==> src/rtl/lsu_ctrl_pkg.sv <==
// lsu_ctrl_pkg: shared definitions for the load/store sequencer.
//   state_t       FSM encoding (IDLE/BUSY/DONE)
//   MEM_B/H/W     access width codes (3 is treated as word)
//   MEM_LOAD/STORE read/write codes
//   is_misaligned helper used when LSU_MISALIGN_CHK_EN is defined
package lsu_ctrl_pkg;

  typedef enum logic [1:0] {
    ST_IDLE = 2'd0,
    ST_BUSY = 2'd1,
    ST_DONE = 2'd2
  } state_t;

  localparam logic [1:0] MEM_B = 2'd0;
  localparam logic [1:0] MEM_H = 2'd1;
  localparam logic [1:0] MEM_W = 2'd2;

  localparam logic MEM_LOAD  = 1'b1;
  localparam logic MEM_STORE = 1'b0;

  // Halves must be 2-byte aligned; words (codes 2 and 3) 4-byte aligned.
  function automatic logic is_misaligned(input logic [1:0] width, input logic [1:0] addr_lo);
    logic res;
    res = 1'b0;
    if (width == MEM_H)
      res = addr_lo[0];
    else if (width[1])
      res = (addr_lo != 2'b00);
    return res;
  endfunction

endpackage

==> src/rtl/lsu_align.sv <==
// lsu_align: combinational lane logic for the load/store sequencer.
//   width_i   access width code      addr_lo_i  address bits [1:0]
//   rdtype_i  0 = sign, 1 = zero-extend loads
//   wdata_i   raw store data          rdata_i    bus read word
//   be_o      byte enables            wdata_o    lane-replicated store data
//   ldata_o   extracted/extended load data
// Lane selection assumes a 32-bit data bus (XLEN = 32).
module lsu_align
  import lsu_ctrl_pkg::*;
#(
  parameter int XLEN = 32
) (
  input  logic [1:0]      width_i,
  input  logic [1:0]      addr_lo_i,
  input  logic            rdtype_i,
  input  logic [XLEN-1:0] wdata_i,
  input  logic [XLEN-1:0] rdata_i,
  output logic [3:0]      be_o,
  output logic [XLEN-1:0] wdata_o,
  output logic [XLEN-1:0] ldata_o
);

  logic [7:0]  byte_lane;
  logic [15:0] half_lane;

  always_comb begin
    case (addr_lo_i)
      2'd0:    byte_lane = rdata_i[7:0];
      2'd1:    byte_lane = rdata_i[15:8];
      2'd2:    byte_lane = rdata_i[23:16];
      default: byte_lane = rdata_i[31:24];
    endcase
    half_lane = addr_lo_i[1] ? rdata_i[31:16] : rdata_i[15:0];
  end

  always_comb begin
    be_o    = 4'b1111;
    wdata_o = wdata_i;
    ldata_o = rdata_i;
    case (width_i)
      MEM_B: begin
        be_o    = 4'b0001 << addr_lo_i;
        wdata_o = {(XLEN/8){wdata_i[7:0]}};
        ldata_o = {{(XLEN-8){~rdtype_i & byte_lane[7]}}, byte_lane};
      end
      MEM_H: begin
        be_o    = 4'b0011 << {addr_lo_i[1], 1'b0};
        wdata_o = {(XLEN/16){wdata_i[15:0]}};
        ldata_o = {{(XLEN-16){~rdtype_i & half_lane[15]}}, half_lane};
      end
      default: ;  // word: defaults above, rdtype ignored
    endcase
  end

endmodule

==> src/rtl/lsu_ctrl.sv <==
// lsu_ctrl: load/store sequencer between execute and the data-memory bus.
// Runs one req/ack transaction per memory instruction, stalls execute while
// the access is outstanding and aborts it after TIMEOUT BUSY cycles.
// Ports:
//   clk, rst_n (async, active-low)
//   ex_*_i       execute-stage memory decode, address and store data
//   stall_o      hold execute stage
//   bus_*_o/_i   req/ack data-memory bus
//   wb_valid_o/wb_data_o  load result pulse and registered data
//   err_o, misalign_o     abort / misalignment pulses
// Optional feature: define LSU_MISALIGN_CHK_EN to trap misaligned halves and
// words instead of silently aligning them down.
module lsu_ctrl
  import lsu_ctrl_pkg::*;
#(
  parameter int XLEN    = 32,
  parameter int TIMEOUT = 16
) (
  input  logic            clk,
  input  logic            rst_n,
  input  logic            ex_valid_i,
  input  logic            ex_mtype_i,
  input  logic            ex_mem_rw_i,
  input  logic [1:0]      ex_mem_width_i,
  input  logic            ex_mem_rdtype_i,
  input  logic [XLEN-1:0] ex_addr_i,
  input  logic [XLEN-1:0] ex_wdata_i,
  output logic            stall_o,
  output logic            bus_req_o,
  output logic            bus_we_o,
  output logic [XLEN-1:0] bus_addr_o,
  output logic [3:0]      bus_be_o,
  output logic [XLEN-1:0] bus_wdata_o,
  input  logic            bus_ack_i,
  input  logic [XLEN-1:0] bus_rdata_i,
  output logic            wb_valid_o,
  output logic [XLEN-1:0] wb_data_o,
  output logic            err_o,
  output logic            misalign_o
);

  localparam int CNT_W = $clog2(TIMEOUT + 1);
  localparam logic [CNT_W-1:0] CNT_LAST = CNT_W'(TIMEOUT - 1);

  state_t          state_reg;
  logic            rw_reg;
  logic [1:0]      width_reg;
  logic            rdtype_reg;
  logic [1:0]      addr_lo_reg;
  logic            bus_req_reg;
  logic            bus_we_reg;
  logic [XLEN-1:0] bus_addr_reg;
  logic [3:0]      bus_be_reg;
  logic [XLEN-1:0] bus_wdata_reg;
  logic            wb_valid_reg;
  logic [XLEN-1:0] wb_data_reg;
  logic            err_reg;
  logic            misalign_reg;
  logic [CNT_W-1:0] tmo_cnt_reg;

  logic            accept;
  logic            misalign_det;
  logic [1:0]      addr_lo_acc;
  logic [1:0]      align_width;
  logic [1:0]      align_addr_lo;
  logic            align_rdtype;
  logic [3:0]      align_be;
  logic [XLEN-1:0] align_wdata;
  logic [XLEN-1:0] align_ldata;

  assign accept = (state_reg == ST_IDLE) & ex_valid_i & ex_mtype_i;

`ifdef LSU_MISALIGN_CHK_EN
  assign misalign_det = is_misaligned(ex_mem_width_i, ex_addr_i[1:0]);
  assign addr_lo_acc  = ex_addr_i[1:0];
`else
  // Without the trap, offending low bits are dropped and the access proceeds.
  assign misalign_det = 1'b0;
  always_comb begin
    addr_lo_acc = ex_addr_i[1:0];
    if (ex_mem_width_i[1])
      addr_lo_acc = 2'b00;
    else if (ex_mem_width_i == MEM_H)
      addr_lo_acc = {ex_addr_i[1], 1'b0};
  end
`endif

  // One lane unit serves both directions: in IDLE it shapes the incoming
  // store, in BUSY it extracts the load from the latched access attributes.
  always_comb begin
    if (state_reg == ST_IDLE) begin
      align_width   = ex_mem_width_i;
      align_addr_lo = addr_lo_acc;
      align_rdtype  = ex_mem_rdtype_i;
    end else begin
      align_width   = width_reg;
      align_addr_lo = addr_lo_reg;
      align_rdtype  = rdtype_reg;
    end
  end

  lsu_align #(.XLEN(XLEN)) u_align (
    .width_i   (align_width),
    .addr_lo_i (align_addr_lo),
    .rdtype_i  (align_rdtype),
    .wdata_i   (ex_wdata_i),
    .rdata_i   (bus_rdata_i),
    .be_o      (align_be),
    .wdata_o   (align_wdata),
    .ldata_o   (align_ldata)
  );

  always_ff @(posedge clk or negedge rst_n) begin
    if (!rst_n) begin
      state_reg     <= ST_IDLE;
      rw_reg        <= 1'b0;
      width_reg     <= 2'b00;
      rdtype_reg    <= 1'b0;
      addr_lo_reg   <= 2'b00;
      bus_req_reg   <= 1'b0;
      bus_we_reg    <= 1'b0;
      bus_addr_reg  <= '0;
      bus_be_reg    <= 4'b0000;
      bus_wdata_reg <= '0;
      wb_valid_reg  <= 1'b0;
      wb_data_reg   <= '0;
      err_reg       <= 1'b0;
      misalign_reg  <= 1'b0;
      tmo_cnt_reg   <= '0;
    end else begin
      // DONE pulses are set on the transition into DONE and last one cycle.
      wb_valid_reg <= 1'b0;
      err_reg      <= 1'b0;
      misalign_reg <= 1'b0;
      case (state_reg)
        ST_IDLE: begin
          if (accept) begin
            rw_reg        <= ex_mem_rw_i;
            width_reg     <= ex_mem_width_i;
            rdtype_reg    <= ex_mem_rdtype_i;
            addr_lo_reg   <= addr_lo_acc;
            bus_we_reg    <= (ex_mem_rw_i == MEM_STORE);
            bus_addr_reg  <= {ex_addr_i[XLEN-1:2], 2'b00};
            bus_be_reg    <= align_be;
            bus_wdata_reg <= align_wdata;
            tmo_cnt_reg   <= '0;
            if (misalign_det) begin
              state_reg    <= ST_DONE;
              err_reg      <= 1'b1;
              misalign_reg <= 1'b1;
            end else begin
              state_reg   <= ST_BUSY;
              bus_req_reg <= 1'b1;
            end
          end
        end
        ST_BUSY: begin
          if (bus_ack_i) begin
            bus_req_reg <= 1'b0;
            state_reg   <= ST_DONE;
            if (rw_reg == MEM_LOAD) begin
              wb_data_reg  <= align_ldata;
              wb_valid_reg <= 1'b1;
            end
          end else if (tmo_cnt_reg == CNT_LAST) begin
            // This is the TIMEOUT-th BUSY cycle without ack.
            bus_req_reg <= 1'b0;
            state_reg   <= ST_DONE;
            err_reg     <= 1'b1;
          end else begin
            tmo_cnt_reg <= tmo_cnt_reg + 1'b1;
          end
        end
        ST_DONE: state_reg <= ST_IDLE;
        default: state_reg <= ST_IDLE;
      endcase
    end
  end

  // Stall is combinational so the accept cycle itself holds execute.
  assign stall_o     = accept | (state_reg == ST_BUSY);
  assign bus_req_o   = bus_req_reg;
  assign bus_we_o    = bus_we_reg;
  assign bus_addr_o  = bus_addr_reg;
  assign bus_be_o    = bus_be_reg;
  assign bus_wdata_o = bus_wdata_reg;
  assign wb_valid_o  = wb_valid_reg;
  assign wb_data_o   = wb_data_reg;
  assign err_o       = err_reg;
  assign misalign_o  = misalign_reg;

endmodule

==> config.mk <==
export PLATFORM = sky130hd
export DESIGN_NAME = lsu_ctrl
export DESIGN_NICKNAME = d
export VERILOG_FILES = /design/src/rtl/lsu_ctrl_pkg.sv /design/src/rtl/lsu_align.sv /design/src/rtl/lsu_ctrl.sv
export SDC_FILE = /design/constraint.sdc
export NUM_CORES = 1
export LEC_CHECK = 0
export CORE_MARGIN = 2
export CORE_UTILIZATION = 36
export DETAILED_ROUTE_END_ITERATION = 8
export GPL_TIMING_DRIVEN = 0
export PLACE_DENSITY = 0.73
export SLEW_MARGIN = 20
export SYNTH_ARGS = -nofsm -noshare
export SYNTH_HDL_FRONTEND = slang
export SYNTH_HIERARCHICAL = 1
export SYNTH_SLANG_ARGS = --single-unit
==> constraint.sdc <==
create_clock -name clk -period 2.7 [get_ports clk]
set_input_delay 0.54 -clock clk [delete_from_list [all_inputs] [get_ports clk]]
set_output_delay 0.54 -clock clk [all_outputs]
set_load 0.01 [all_outputs]
# After elaboration in Yosys (flattened, before gate mapping)
# Index checks and enable logic that the tools add are counted.
[word_totals] ff_bits=115 latch_bits=0 ramBits=0 rom_bits=0 input_bits=105 out_inout_bits=106 wordCells=71 mem_count=0
[op_classes] addsub=1 multipliers=0 div=0 n_lt_le_gt_ge=0 eq_ne=10 n_shift=2 muxes=28 bitwise=7 n_reduce_logical=9
[ops] op="$pmux W32 S2" n=2
[ops] op="$pmux W8 S3" n=1
[ops] op="$mux W16" n=1
[ops] op="$mux W5" n=3
[ops] op="$mux W2" n=6
[ops] op="$mux W1" n=11
[ops] op="$pmux W5 S2" n=1
[ops] op="$eq A2 B1 Y1 const B" n=4
[ops] op="$pmux W4 S2" n=1
[ops] op="$logic_not A2 Y1" n=3
[ops] op="$ne A2 B2 Y1 const B" n=3
[ops] op="$reduce_and A3 Y1" n=2
[ops] op="$add A5 B1 Y5 const B" n=1
[ops] op="$eq A5 B4 Y1 const B" n=1
[ops] op="$and A1 B1 Y1" n=4
[ops] op="$pmux W2 S2" n=1
[ops] op="$reduce_and A2 Y1" n=2
[ops] op="$reduce_and A4 Y1" n=1
[ops] op="$shl A1 B2 Y4 const A" n=1
[ops] op="$shl A2 B2 Y4 const A" n=1
[ops] op="$ne A3 B3 Y1 const B" n=1
[ops] op="$eq A2 B2 Y1 const B" n=1
[ops] op="$not A1 Y1" n=2
[ops] op="$pmux W1 S2" n=1
[ops] op="other kinds (2)" n=2

# Longest topological paths before layout
# Gate-level depths: netlist (run 1).
[depth] word_depth=8 depth_mapped=10 ltp_nobuf=7

# Modules after synthesis
# Netlist (run 1), hierarchy kept.
[modules_own_cells] mod="lsu_ctrl" n_inst=1 cells_each=430 area_each_um2=4509.3 seq_area_each_um2=2877.8
[modules_own_cells] mod="lsu_align" n_inst=1 cells_each=170 area_each_um2=1183.6 seq_area_each_um2=0.0

# Worst setup path after synthesis (run 1)
# No wires, ideal clock.
[synth_path] path_type="input port to flip-flop" from="input ex_mem_width_i[1]" to="register wb_data_reg[7] (netlist: wb_data_o[7])" setup_ns=0.125 t_arrival_ns=2.292 required_ns=2.575 setup_slack_ns=0.283 cell_stages=8 path_buffers=1 cell_sequence="nor2_1 -> nand2_1 -> o31ai_1 -> mux4_2 -> nand2_4 -> buf_6 -> o211ai_2 -> mux2_2"
[synth_via] elab_chain_len=7 elab_cells_between_ends=13 classes_between="4 x eq/ne; 7 x mux; 2 x reduce/logical"
[synth_lines] element="start: declaration" line="lsu_ctrl.sv:24" source="input logic [1:0] ex_mem_width_i,"
[synth_lines] element="$eq A2 B1 Y1" line="lsu_ctrl.sv:83" source="else if (ex_mem_width_i == MEM_H)"
[synth_lines] element="$mux W1" line="lsu_ctrl.sv:83"
[synth_lines] element="$mux W2 (*)" line="lsu_ctrl.sv:81" source="if (ex_mem_width_i[1])"
[synth_lines] element="$mux W2 (*)" line="lsu_ctrl.sv:91" source="if (state_reg == ST_IDLE) begin"
[synth_lines] element="named net align_addr_lo[0]" line="lsu_ctrl.sv:65" source="logic [1:0] align_addr_lo;"
[synth_lines] element="$eq A2 B2 Y1, or another cell as far along" line="lsu_align.sv:27" source="case (addr_lo_i)"
[synth_lines] element="$pmux W8 S3 (*)" line="lsu_align.sv:27"
[synth_lines] element="$pmux W32 S2 (*)" line="lsu_align.sv:40" source="case (width_i)"
[synth_lines] element="named net align_ldata[7]" line="lsu_ctrl.sv:69" source="logic [XLEN-1:0] align_ldata;"
[synth_lines] element="end signal: assignment" line="lsu_ctrl.sv:162" source="wb_data_reg <= align_ldata;"
[synth_lines] element="end: declaration" line="lsu_ctrl.sv:56" source="logic [XLEN-1:0] wb_data_reg;"
# The timed path passes the listed nets; every way through them passes the cells marked *.
# A chain may end at the register's enable or synchronous reset.

# Worst setup path after layout (run 1)
[layout_path] from="input ex_mem_width_i[1]" to="register wb_data_reg[0] (netlist: wb_data_o[0])"
[layout_via] elab_cells_between_ends=13 classes_between="4 x eq/ne; 7 x mux; 2 x reduce/logical"
[layout_rtl] element="$mux W2 (*)" line="lsu_ctrl.sv:81"
[layout_rtl] element="$mux W2 (*)" line="lsu_ctrl.sv:91"
[layout_rtl] element="named net align_addr_lo[1]" line="lsu_ctrl.sv:65"
[layout_rtl] element="$eq A2 B2 Y1, or another cell as far along" line="lsu_align.sv:27"
[layout_rtl] element="$pmux W8 S3" line="lsu_align.sv:27"
[layout_rtl] element="$pmux W32 S2 (*)" line="lsu_align.sv:40"
[layout_rtl] element="named net align_ldata[0]" line="lsu_ctrl.sv:69"
# Marks and branches as above.

==> summary.md, run 1 <==
| Metric | Value |
|---|---|
| Post-Layout Cell Count | `1057` |
| Setup Total Neg Slack | `0 ps` |
| Clock sinks | `115` |
| Kind of critical path | `primary input to register` |
| Hold slack | `54.6 ps` |
| Final Cycle Share | `96.7%` |
| Worst IR Drop VDD | `0.430 mV` |
| CTS H-tree depth | `4` |
| DR WL met3 | `1470 um` |
| Bufs on Longest Clock Path | `2` |
| Commonest cells after routing, fill and taps aside | `nand2_1, clkdlybuf4s50_1, dfrtp_1, mux2_2, a21oi_1` |
| Number of flops mapped to enable cells by yosys | `0` |
| Worst Skew | `6.36 ps` |
| GRT Total Usage | `21.0%` |
| Drt pass-1 iters | `4` |
| PwrDens | `885 nW/um2` |
| Total CTS buffers | `17` |
| 1st-iter DRT viols | `234` |
| Hold Buf Count CTS | `0` |
| Antenna viol nets, final | `0` |
| Antenna Cells | `0` |
| Gpl congestion | `0.851` |
| Sequential area share after synthesis | `50.5%` |
| Top_reg_cell synth | `dfrtp_1` |
| DR WL/cell | `16.3 um` |
| Initial antenna violation count | `0` |
| Post-synthesis register bit count | `115` |
| DRC | `0` |
| HP Class | `primary input to async pin` |
| Clock Latency Late Sink | `410 ps` |
| Setup Viol. Count Final | `0` |
| Die width | `130 um` |
| Largest net degree at the start of global routing | `69` |
| Core ar. | `15300 um2` |
| Met1 wire length | `7490 um` |
| Hpwl dp | `12600 um` |
| Synthesis warning total | `6` |
| Filler Cell Count | `1373` |
| First-pass GRT wire length | `26900 um` |
| Fin area | `8750 um2` |
| Via count | `5088` |
| Final worst path period need | `2610 ps` |
| Worst setup EP type | `register` |
| FFs w/ async S/R, synth | `100%` |
| Fraction of layout instances using a drive strength above 1 | `16.5%` |
| CTS tree | `done` |
| Leak | `4.09 nW` |
| CP startpoint kind | `primary input` |
| Placed Cells | `1021` |
| CP required | `3000 ps` |
| WL met2 | `7850 um` |
| Row count | `45` |
| Syn Inst Count | `600` |
| Worst rel slew slack | `60.9%` |
| Mean area per synthesized cell | `9.49 um2` |
| Placed Area | `8070 um2` |
| Die ar. | `16800 um2` |
| RSZ-0062 raised after global routing | `yes` |
| Achievable frequency | `0.383 GHz` |
| Total gr overflow | `0` |
| Initial Util | `37.2%` |
| Max-slew violation count | `0` |
| I/O Pins | `211` |
| Nets | `940` |
| Clk slew on worst S/H paths | `60 ps` |
| Layout area overhead | `53.7%` |
| Fin util | `57.1%` |
| Root Driver | `clkbuf_16` |
| Commonest non-fill, non-tap cell in the layout | `nand2_1` |
| CP max FO | `5` |
| Top sig layer | `met4` |
| Final hold vios | `0` |
| Post-synth cell types | `46` |
| Final WL | `17200 um` |
| Total of max-cap violations | `0` |
| Status | `finished, final reports clean` |
| Vias in the first global route | `5116` |
| I/O Buffers | `207` |
| Mapped Area | `5690 um2` |
| DR vias/cell | `4.81` |
| Die H | `130 um` |
| Worst Path Arrival | `2910 ps` |
| Slew at the pin with the worst max-slew slack | `586 ps` |
[report_power, final]
group	internal, mW	switching [mW]	total (mW)
sequential	2.28	0.302	2.58
combinational	1.62	1.25	2.86
clock	1.48	0.819	2.30
total	5.37	2.37	7.74
[logic make-up (layout without fill, tap and decap cells)]
group	after synthesis	count (layout)	share of synthesized area [%]
and+or+nand+nor	271	271	19.9
DFF	115	115	50.5
AOI/OAI and AO/OA	81	81	9.21
muxes	69	69	13.8
buffers and inverters	61	305	6.04
adders and majority gates	2	2	0.439
other	1	3	0.0659
[synthesized netlist by cell type (all sizes together) (2+ instances only)]
master,count,area [um2]
o211ai,8,65.1
nand2b,4,25.0
nor2b,3,26.3
mux2i,15,150
a2bb2oi,9,78.8
nand3,2,15.0
inv,13,48.8
o22ai,2,12.5
ha,2,25.0
o31ai,2,15.0
buf,37,254
mux4,2,48.8
nor3b,2,20.0
o21ai,21,105
a21oi,30,161
nor2,18,75.1
dfrtp,115,2880
mux2,52,586
nand2,233,882
clkbuf,10,37.5
a221o,7,70.1
[cell type report]
type,count,area [um2],area share [%]
Timing Repair Buffer,213,2140,24.5
Sequential cell,115,2880,32.9
Inverter,14,56.3,0.644
Buffer,46,294,3.36
Tap cell,211,264,3.02
Clock buffer,20,447,5.11
Multi-Input combinational cell,426,2510,28.7
Clock inverter,12,156,1.79
[worst max-delay path: stages]
cell             delay, ps
clkdlybuf4s50_1        520
nand2b_1               250
o31ai_4                390
buf_4                  180
mux4_1                 540
nor3_1                 140
a211oi_1                70
mux2_2                 270
[routing by layer]
| metal | global-route usage (%) | vias to the layer above |
|---|---|---|
| met1 | 26.7 | 2396 |
| li1 | - | 2451 |
| met5 | 0 | - |
| met3 | 7.01 | 30 |
| met2 | 33.4 | 211 |
| met4 | 7.84 | 0 |
[metrics by stage]
stage          total power [mW]  setup WS, ps
5_1_grt                    8.21        -0.130
2_1_floorplan              3.86           283
3_5_place_dp               5.46          -732
6_report                   7.74          88.7
4_1_cts                    7.80          2.52
3_3_place_gp               5.41         -3630
[final timing paths]
| path | slack, ps | depth (start not counted) | from | endpoint |
|---|---|---|---|---|
| max in group asynchronous | 1940 | 2 | rst_n | bus_wdata_o[30]$_DFFE_PN0P_ |
| hold reg to reg | 470 | 1 | tmo_cnt_reg[3]$_DFFE_PN0P_ | tmo_cnt_reg[3]$_DFFE_PN0P_ |
| setup reg to reg | 150 | 8 | state_reg[1]$_DFFE_PN0P_ | wb_data_o[1]$_DFFE_PN0P_ |
| min in group clk | 470 | 1 | tmo_cnt_reg[3]$_DFFE_PN0P_ | tmo_cnt_reg[3]$_DFFE_PN0P_ |
| setup / recovery | 90 | 8 | ex_mem_width_i[1] | wb_data_o[0]$_DFFE_PN0P_ |
| hold / removal | 50 | 1 | rst_n | bus_addr_o[27]$_DFFE_PN0P_ |
[what timing repair did]
action,in CTS,in global routing
endpoints found under the setup margin,34,25
pin swaps,0,3
setup buffers,0,5
resized for setup,5,5
(Power assumes the default switching activity.)
==> run 2, diff against run 1 <==
--- a/config.mk
+++ b/config.mk
@@ -5,11 +5,13 @@
 export SDC_FILE = /design/constraint.sdc
 export NUM_CORES = 1
 export LEC_CHECK = 0
+export ABC_AREA = 1
 export CORE_MARGIN = 2
 export CORE_UTILIZATION = 36
 export DETAILED_ROUTE_END_ITERATION = 8
 export GPL_TIMING_DRIVEN = 0
 export PLACE_DENSITY = 0.73
+export SETUP_SLACK_MARGIN = 0.1
 export SLEW_MARGIN = 20
 export SYNTH_ARGS = -nofsm -noshare
 export SYNTH_HDL_FRONTEND = slang
==> summary.md, run 2 <==
| Metric | Value |
|---|---|
| HP Class | `primary input to async pin` |
| PwrDens | `863 nW/um2` |
| Total gr overflow | `0` |
| Reg-to-Reg End | `bus_be_o[1]$_DFFE_PN0P_` |
| Crit path from | `state_reg[0]$_DFFE_PN0P_` |
| Commonest non-fill, non-tap cell in the layout | `nand2_1` |
| Worst reg2reg startpoint | `state_reg[0]$_DFFE_PN0P_` |
| Synthesis warning total | `6` |
| I/O Pins | `211` |
| Die width | `130 um` |
| Fraction of layout instances using a drive strength above 1 | `10.7%` |
| Worst setup endpoint | `bus_be_o[1]$_DFFE_PN0P_` |
| Hold slack | `36.7 ps` |
| Die H | `130 um` |
| Post-synthesis register bit count | `115` |
| I/O Buffers | `207` |
| DRC | `0` |
| CTS H-tree depth | `4` |
| Total CTS buffers | `17` |
| Worst Path Arrival | `2590 ps` |
| Hold Buf Count CTS | `0` |
| Largest net degree at the start of global routing | `78` |
| Row count | `46` |
| Achievable frequency | `0.436 GHz` |
| FFs w/ async S/R, synth | `100%` |
| Kind of critical path | `register to register` |
| Worst r2r path cells | `14` |
| Top post-synthesis cells by area | `dfrtp_1, nand2_1, nand3_1` |
| Number of flops mapped to enable cells by yosys | `0` |
| CTS tree | `done` |
| Filler Cell Count | `1467` |
| Worst setup EP type | `register` |
| Status | `finished, final reports clean` |
| Worst IR Drop VDD | `0.452 mV` |
| CP max FO | `10` |
| First-pass GRT wire length | `27900 um` |
| Total of max-cap violations | `0` |
| Final setup margin | `408 ps` |
| Final worst path period need | `2290 ps` |
| DR vias/cell | `4.64` |
| Clock Latency Late Sink | `420 ps` |
| Leak | `4.46 nW` |
| Initial antenna violation count | `0` |
| Register area | `2880 um2` |
| Hpwl dp | `13400 um` |
| Core ar. | `15700 um2` |
| Worst Skew | `13.1 ps` |
| Setup Viol. Count Final | `0` |
| Layout area overhead | `52.5%` |
| Final Cycle Share | `84.9%` |
| Cell taking the most area after synthesis | `dfrtp_1` |
| Post-synth cell types | `25` |
| Area of the multi-input gates | `2450 um2` |
| Mapped Area | `5720 um2` |
| Clk slew on worst S/H paths | `60 ps` |
| DR WL/cell | `14.9 um` |
| Initial Util | `36.4%` |
| Count leader, synth | `nand2_1` |
| GRT Total Usage | `21.6%` |
| RSZ-0062 raised after global routing | `no` |
| Slew at the pin with the worst max-slew slack | `623 ps` |
| Commonest cells after routing, fill and taps aside | `nand2_1, clkdlybuf4s50_1, dfrtp_1, nand3_1, buf_4` |
| Syn Inst Count | `752` |
| Final WL | `18100 um` |
| 1st-iter DRT viols | `406` |
| Worst rel slew slack | `58.4%` |
| CP startpoint kind | `register` |
| Sequential area share after synthesis | `50.4%` |
| Final hold vios | `0` |
| Top_reg_cell synth | `dfrtp_1` |
| Max-slew violation count | `0` |
| Nets | `1090` |
| Gpl congestion | `0.890` |
| Vias in the first global route | `5434` |
| Clock sinks | `115` |
| Die ar. | `16900 um2` |
| Bufs on Longest Clock Path | `2` |
| Worst R2R Setup Slack | `410 ps` |
| Commonest cells post-synth | `nand2_1, dfrtp_1, nand3_1` |
| Via count | `5623` |
| Synth top area share | `50.4%` |
| Mean area per synthesized cell | `7.60 um2` |
| Drt pass-1 iters | `5` |
| Root Driver | `clkbuf_16` |
| Antenna viol nets, final | `0` |
| Place WS | `-95.4 ps` |
| CP required | `3000 ps` |
| Antenna Cells | `0` |
-- run 2: cell count changes after synthesis, sizes merged, moves of 3 or more --
cell     change
nand2      +216
o21ai        -6
nand3       +73
a221o        -7
mux2        -52
nand2b       -4
inv         +10
a2bb2oi      -9
mux2i       -15
a21oi       -30
nor2b        -3
o211ai       -6
-- run 2: worst min path at each step --
stage,to,depth (start not counted)
global route,wb_data_o[22]$_DFFE_PN0P_,1
floorplan,addr_lo_reg[0]$_DFFE_PN0P_,0
detailed placement,bus_addr_o[3]$_DFFE_PN0P_,2
global placement,bus_addr_o[7]$_DFFE_PN0P_,2
CTS,wb_valid_o$_DFF_PN0_,1
finish,wb_valid_o$_DFF_PN0_,1
-- run 2: metrics by stage --
| stage | std cells | instance area [um2] | power, mW | utilization [%] | setup TNS, ps |
|---|---|---|---|---|---|
| 3_5_place_dp | 1178 | 8090 | 5.32 | 51.5 | -128 |
| 4_1_cts | 1212 | 8710 | 7.59 | 55.4 | 0 |
| 5_1_grt | 1212 | 8710 | 7.99 | 55.5 | 0 |
| 6_report | 1212 | 8710 | 7.52 | 55.5 | 0 |
| 2_1_floorplan | 754 | 5720 | 3.77 | - | 0 |
| 3_3_place_gp | 1177 | 8070 | 5.28 | 51.3 | -399050 |
-- run 2: cell families (layout without fill, tap and decap cells) --
logic type,count (synthesis),in the layout,share of synthesized area (%)
simple gates,546,546,40.3
flops,115,115,50.4
buf+inv,69,311,7.01
compound gates,19,19,1.82
fa+ha+maj,2,2,0.438
other cells,1,3,0.0656
-- run 2: area by class of cell --
cell class	count	area share [%]
inverter	23	0.991
buffer	46	3.68
tap	216	3.10
clock buffer	20	5.24
clock inverter	12	1.52
sequential	115	33.0
multi-input combinational	570	28.1
timing repair buffer	210	24.3
-- run 2: routing by layer --
layer  vias to the layer above  track usage [%]  routed length [um]
li1                       2784                -                   -
met1                      2605             28.9                8210
met2                       208             34.4                8400
met3                        26             5.25                1140
met4                         0             7.65                 303
met5                         -                0                   0
-- run 2: power breakdown --
| part | switching, mW | leakage (nW) | total (mW) | internal (mW) |
|---|---|---|---|---|
| logic | 1.33 | 2.72 | 2.75 | 1.42 |
| registers | 0.313 | 1.46 | 2.56 | 2.25 |
| clock network | 0.810 | 0.282 | 2.22 | 1.41 |
-- run 2: worst max-delay path, stage by stage (launching register included) --
cell	delay [ps]
dfrtp_1	420
nor2_4	160
buf_4	150
inv_1	90
nand2_1	60
o21ai_0	90
buf_6	170
inv_2	130
nand2_1	210
nor2_8	260
nor2_8	80
inv_1	80
o21ai_0	140
nand2_1	110
nand2_1	50
-- run 2: repair_timing --
item / CTS / global route
setup buffers: 2 / 0
endpoints found under the setup margin: 1 / 7
cloned: 0 / 0
resized for setup: 3 / 2
pin swaps: 2 / 0
==> run 3, diff against run 2 <==
==> constraint.sdc (replaced) <==
create_clock -name clk -period 2.2 [get_ports clk]
set_input_delay 0.44 -clock clk [delete_from_list [all_inputs] [get_ports clk]]
set_output_delay 0.44 -clock clk [all_outputs]
set_load 0.01 [all_outputs]
==> summary.md, run 3 (same netlist as run 2, synthesis figures left out) <==
| Metric | Value |
|---|---|
| RSZ-0062 raised after global routing | `yes` |
| Worst rel slew slack | `60.6%` |
| Setup Viol. Count Final | `0` |
| Achievable frequency | `0.483 GHz` |
| Slew at the pin with the worst max-slew slack | `591 ps` |
| Bufs on Longest Clock Path | `2` |
| Combinational power share | `38.2%` |
| HP Class | `register to register` |
| Slowest cell delay on critical path | `420 ps` |
| CP max FO | `10` |
| Max-slew violation count | `0` |
| Switch share | `32.5%` |
| Clock Latency Late Sink | `410 ps` |
| PwrDens | `1050 nW/um2` |
| Fraction of power consumed by sequential logic | `33.2%` |
| CP required | `2500 ps` |
| Antenna viol nets, final | `0` |
| Total gr overflow | `0` |
| Worst Skew | `13.2 ps` |
| Most used cell, CP | `nand2_1` |
| I/O Buffers | `207` |
| Int Pwr | `6.40 mW` |
| 1st-iter DRT viols | `460` |
| Vias in the first global route | `5497` |
| Kind of critical path | `register to register` |
| CTS H-tree depth | `4` |
| Layout area overhead | `58.5%` |
| Total of max-cap violations | `0` |
| Clk slew on worst S/H paths | `60 ps` |
| First-pass GRT wire length | `28100 um` |
| GRT Total Usage | `21.7%` |
| Final setup margin | `129 ps` |
| WL met2 | `8670 um` |
| Via count | `5734` |
| Nets | `1112` |
| Filler Cell Count | `1435` |
| Clk network pwr share | `28.6%` |
| DRC | `0` |
| CP startpoint kind | `register` |
| Status | `finished, final reports clean` |
| Die width | `130 um` |
| Final hold vios | `0` |
| Total power | `9.47 mW` |
| CP max stage cell | `dfrtp_1` |
| Commonest cells after routing, fill and taps aside | `nand2_1, clkdlybuf4s50_1, dfrtp_1, nand3_1, buf_4` |
| Row count | `46` |
| Met1 wire length | `8160 um` |
| DR WL/cell | `14.9 um` |
| Final worst path period need | `2070 ps` |
| Hold slack | `473 ps` |
| Place WS | `-433 ps` |
| Core ar. | `15700 um2` |
| Drt pass-1 iters | `6` |
| Die H | `130 um` |
| Hpwl dp | `13400 um` |
| I/O Pins | `211` |
| Top sig layer | `met4` |
| Final WL | `18300 um` |
| Fraction of layout instances using a drive strength above 1 | `14.5%` |
| Gpl congestion | `0.890` |
| Worst setup EP type | `register` |
| Antenna Cells | `0` |
| Largest net degree at the start of global routing | `78` |
| Worst Path Arrival | `2370 ps` |
| DR WL met3 | `1160 um` |
| Die ar. | `16900 um2` |
| Clock sinks | `115` |
| Root Driver | `clkbuf_16` |
| Cells along the critical path | `nor2_4 -> buf_6 -> clkinvlp_4 -> nand2_2 -> o21ai_2 -> buf_6 -> buf_4 -> buf_12 -> clkbuf_2 -> nand2_1 -> nand3_2 -> nand2_1 -> nand2_1` |
| Leak | `4.62 nW` |
| Worst IR Drop VDD | `0.588 mV` |
| DR vias/cell | `4.65` |
| CTS tree | `done` |
| Commonest non-fill, non-tap cell in the layout | `nand2_1` |
| Switching Power | `3.08 mW` |
| Initial Util | `36.4%` |
| Total CTS buffers | `17` |
| Setup Total Neg Slack | `0 ps` |
| Final Cycle Share | `94.1%` |
| Fin util | `57.7%` |
| Initial antenna violation count | `0` |
run 3: cell count changes in the layout (fill, tap and decap cells not counted), moves of 3 or more:
cell,delta
nand2_1,-5
o21ai_2,+4
buf_4,+14
clkbuf_1,-3
clkbuf_2,+3
buf_12,+4
nand3_1,-3
nand2_2,+5
o21ai_0,-4
run 3: stage by stage:
| step | area, um2 | cells |
|---|---|---|
| after floorplan | 5720 | 754 |
| after global placement | 8070 | 1177 |
| after detailed placement | 8090 | 1178 |
| after CTS | 8870 | 1222 |
| after global routing | 9060 | 1234 |
| final | 9060 | 1234 |
run 3: worst paths after layout:
| path | from | end | slack [ps] | depth (start not counted) |
|---|---|---|---|---|
| setup / recovery | state_reg[1]$_DFFE_PN0P_ | bus_wdata_o[30]$_DFFE_PN0P_ | 130 | 13 |
| hold / removal | bus_be_o[0]$_DFFE_PN0P_ | bus_be_o[0]$_DFFE_PN0P_ | 470 | 2 |
| setup reg to reg | state_reg[1]$_DFFE_PN0P_ | bus_wdata_o[30]$_DFFE_PN0P_ | 130 | 13 |
| hold reg to reg | bus_be_o[0]$_DFFE_PN0P_ | bus_be_o[0]$_DFFE_PN0P_ | 470 | 2 |
| max in group asynchronous | rst_n | wb_data_o[15]$_DFFE_PN0P_ | 960 | 3 |
| min in group asynchronous | rst_n | wb_valid_o$_DFF_PN0_ | 510 | 2 |
run 3: layer usage:
layer / up-vias / GRT usage (%)
li1: 2833 / -
met5: - / 0
met2: 207 / 34.7
met1: 2663 / 28.9
met3: 31 / 5.37
met4: 0 / 7.65
run 3: power groups by stage:
stage | Clock (mW) | Combinational (mW) | Sequential, mW
2_1_floorplan | 0 | 1.22 | 3.40
6_report | 2.71 | 3.62 | 3.14
3_3_place_gp | 0 | 3.32 | 3.15
4_1_cts | 2.77 | 3.51 | 3.15
5_1_grt | 2.90 | 3.96 | 3.21
3_5_place_dp | 0 | 3.37 | 3.16
run 3: timing repair:
| item | in CTS | in global routing |
|---|---|---|
| hold buffers | 1 | 0 |
| buffers inserted | 11 | 12 |
| resized for setup | 24 | 26 |
| endpoints found under the hold margin | 38 | 0 |
| pin swaps | 2 | 7 |
| cloned | 0 | 1 |
| setup endpoints to repair | 44 | 43 |
run 3: final cells by class:
| class | instances | area, um2 | share of cell area (%) |
|---|---|---|---|
| inverters | 23 | 97.6 | 1.08 |
| repair buffers | 233 | 2350 | 25.9 |
| multi-input cells | 570 | 2530 | 27.9 |
| flip-flops and latches | 115 | 2880 | 31.8 |
| well taps | 216 | 270 | 2.98 |
| clock inverters | 12 | 133 | 1.46 |
| clock buffers | 20 | 457 | 5.04 |
| plain buffers | 45 | 349 | 3.85 |
run 3: worst max-delay path, delay by kind of cell (launching register included):
kind	cells	cell delay, ps
buffers and inverters	6	860
AO/OA/AOI/OAI	1	50
AND/OR/NAND/NOR	6	630
flip-flops	1	420
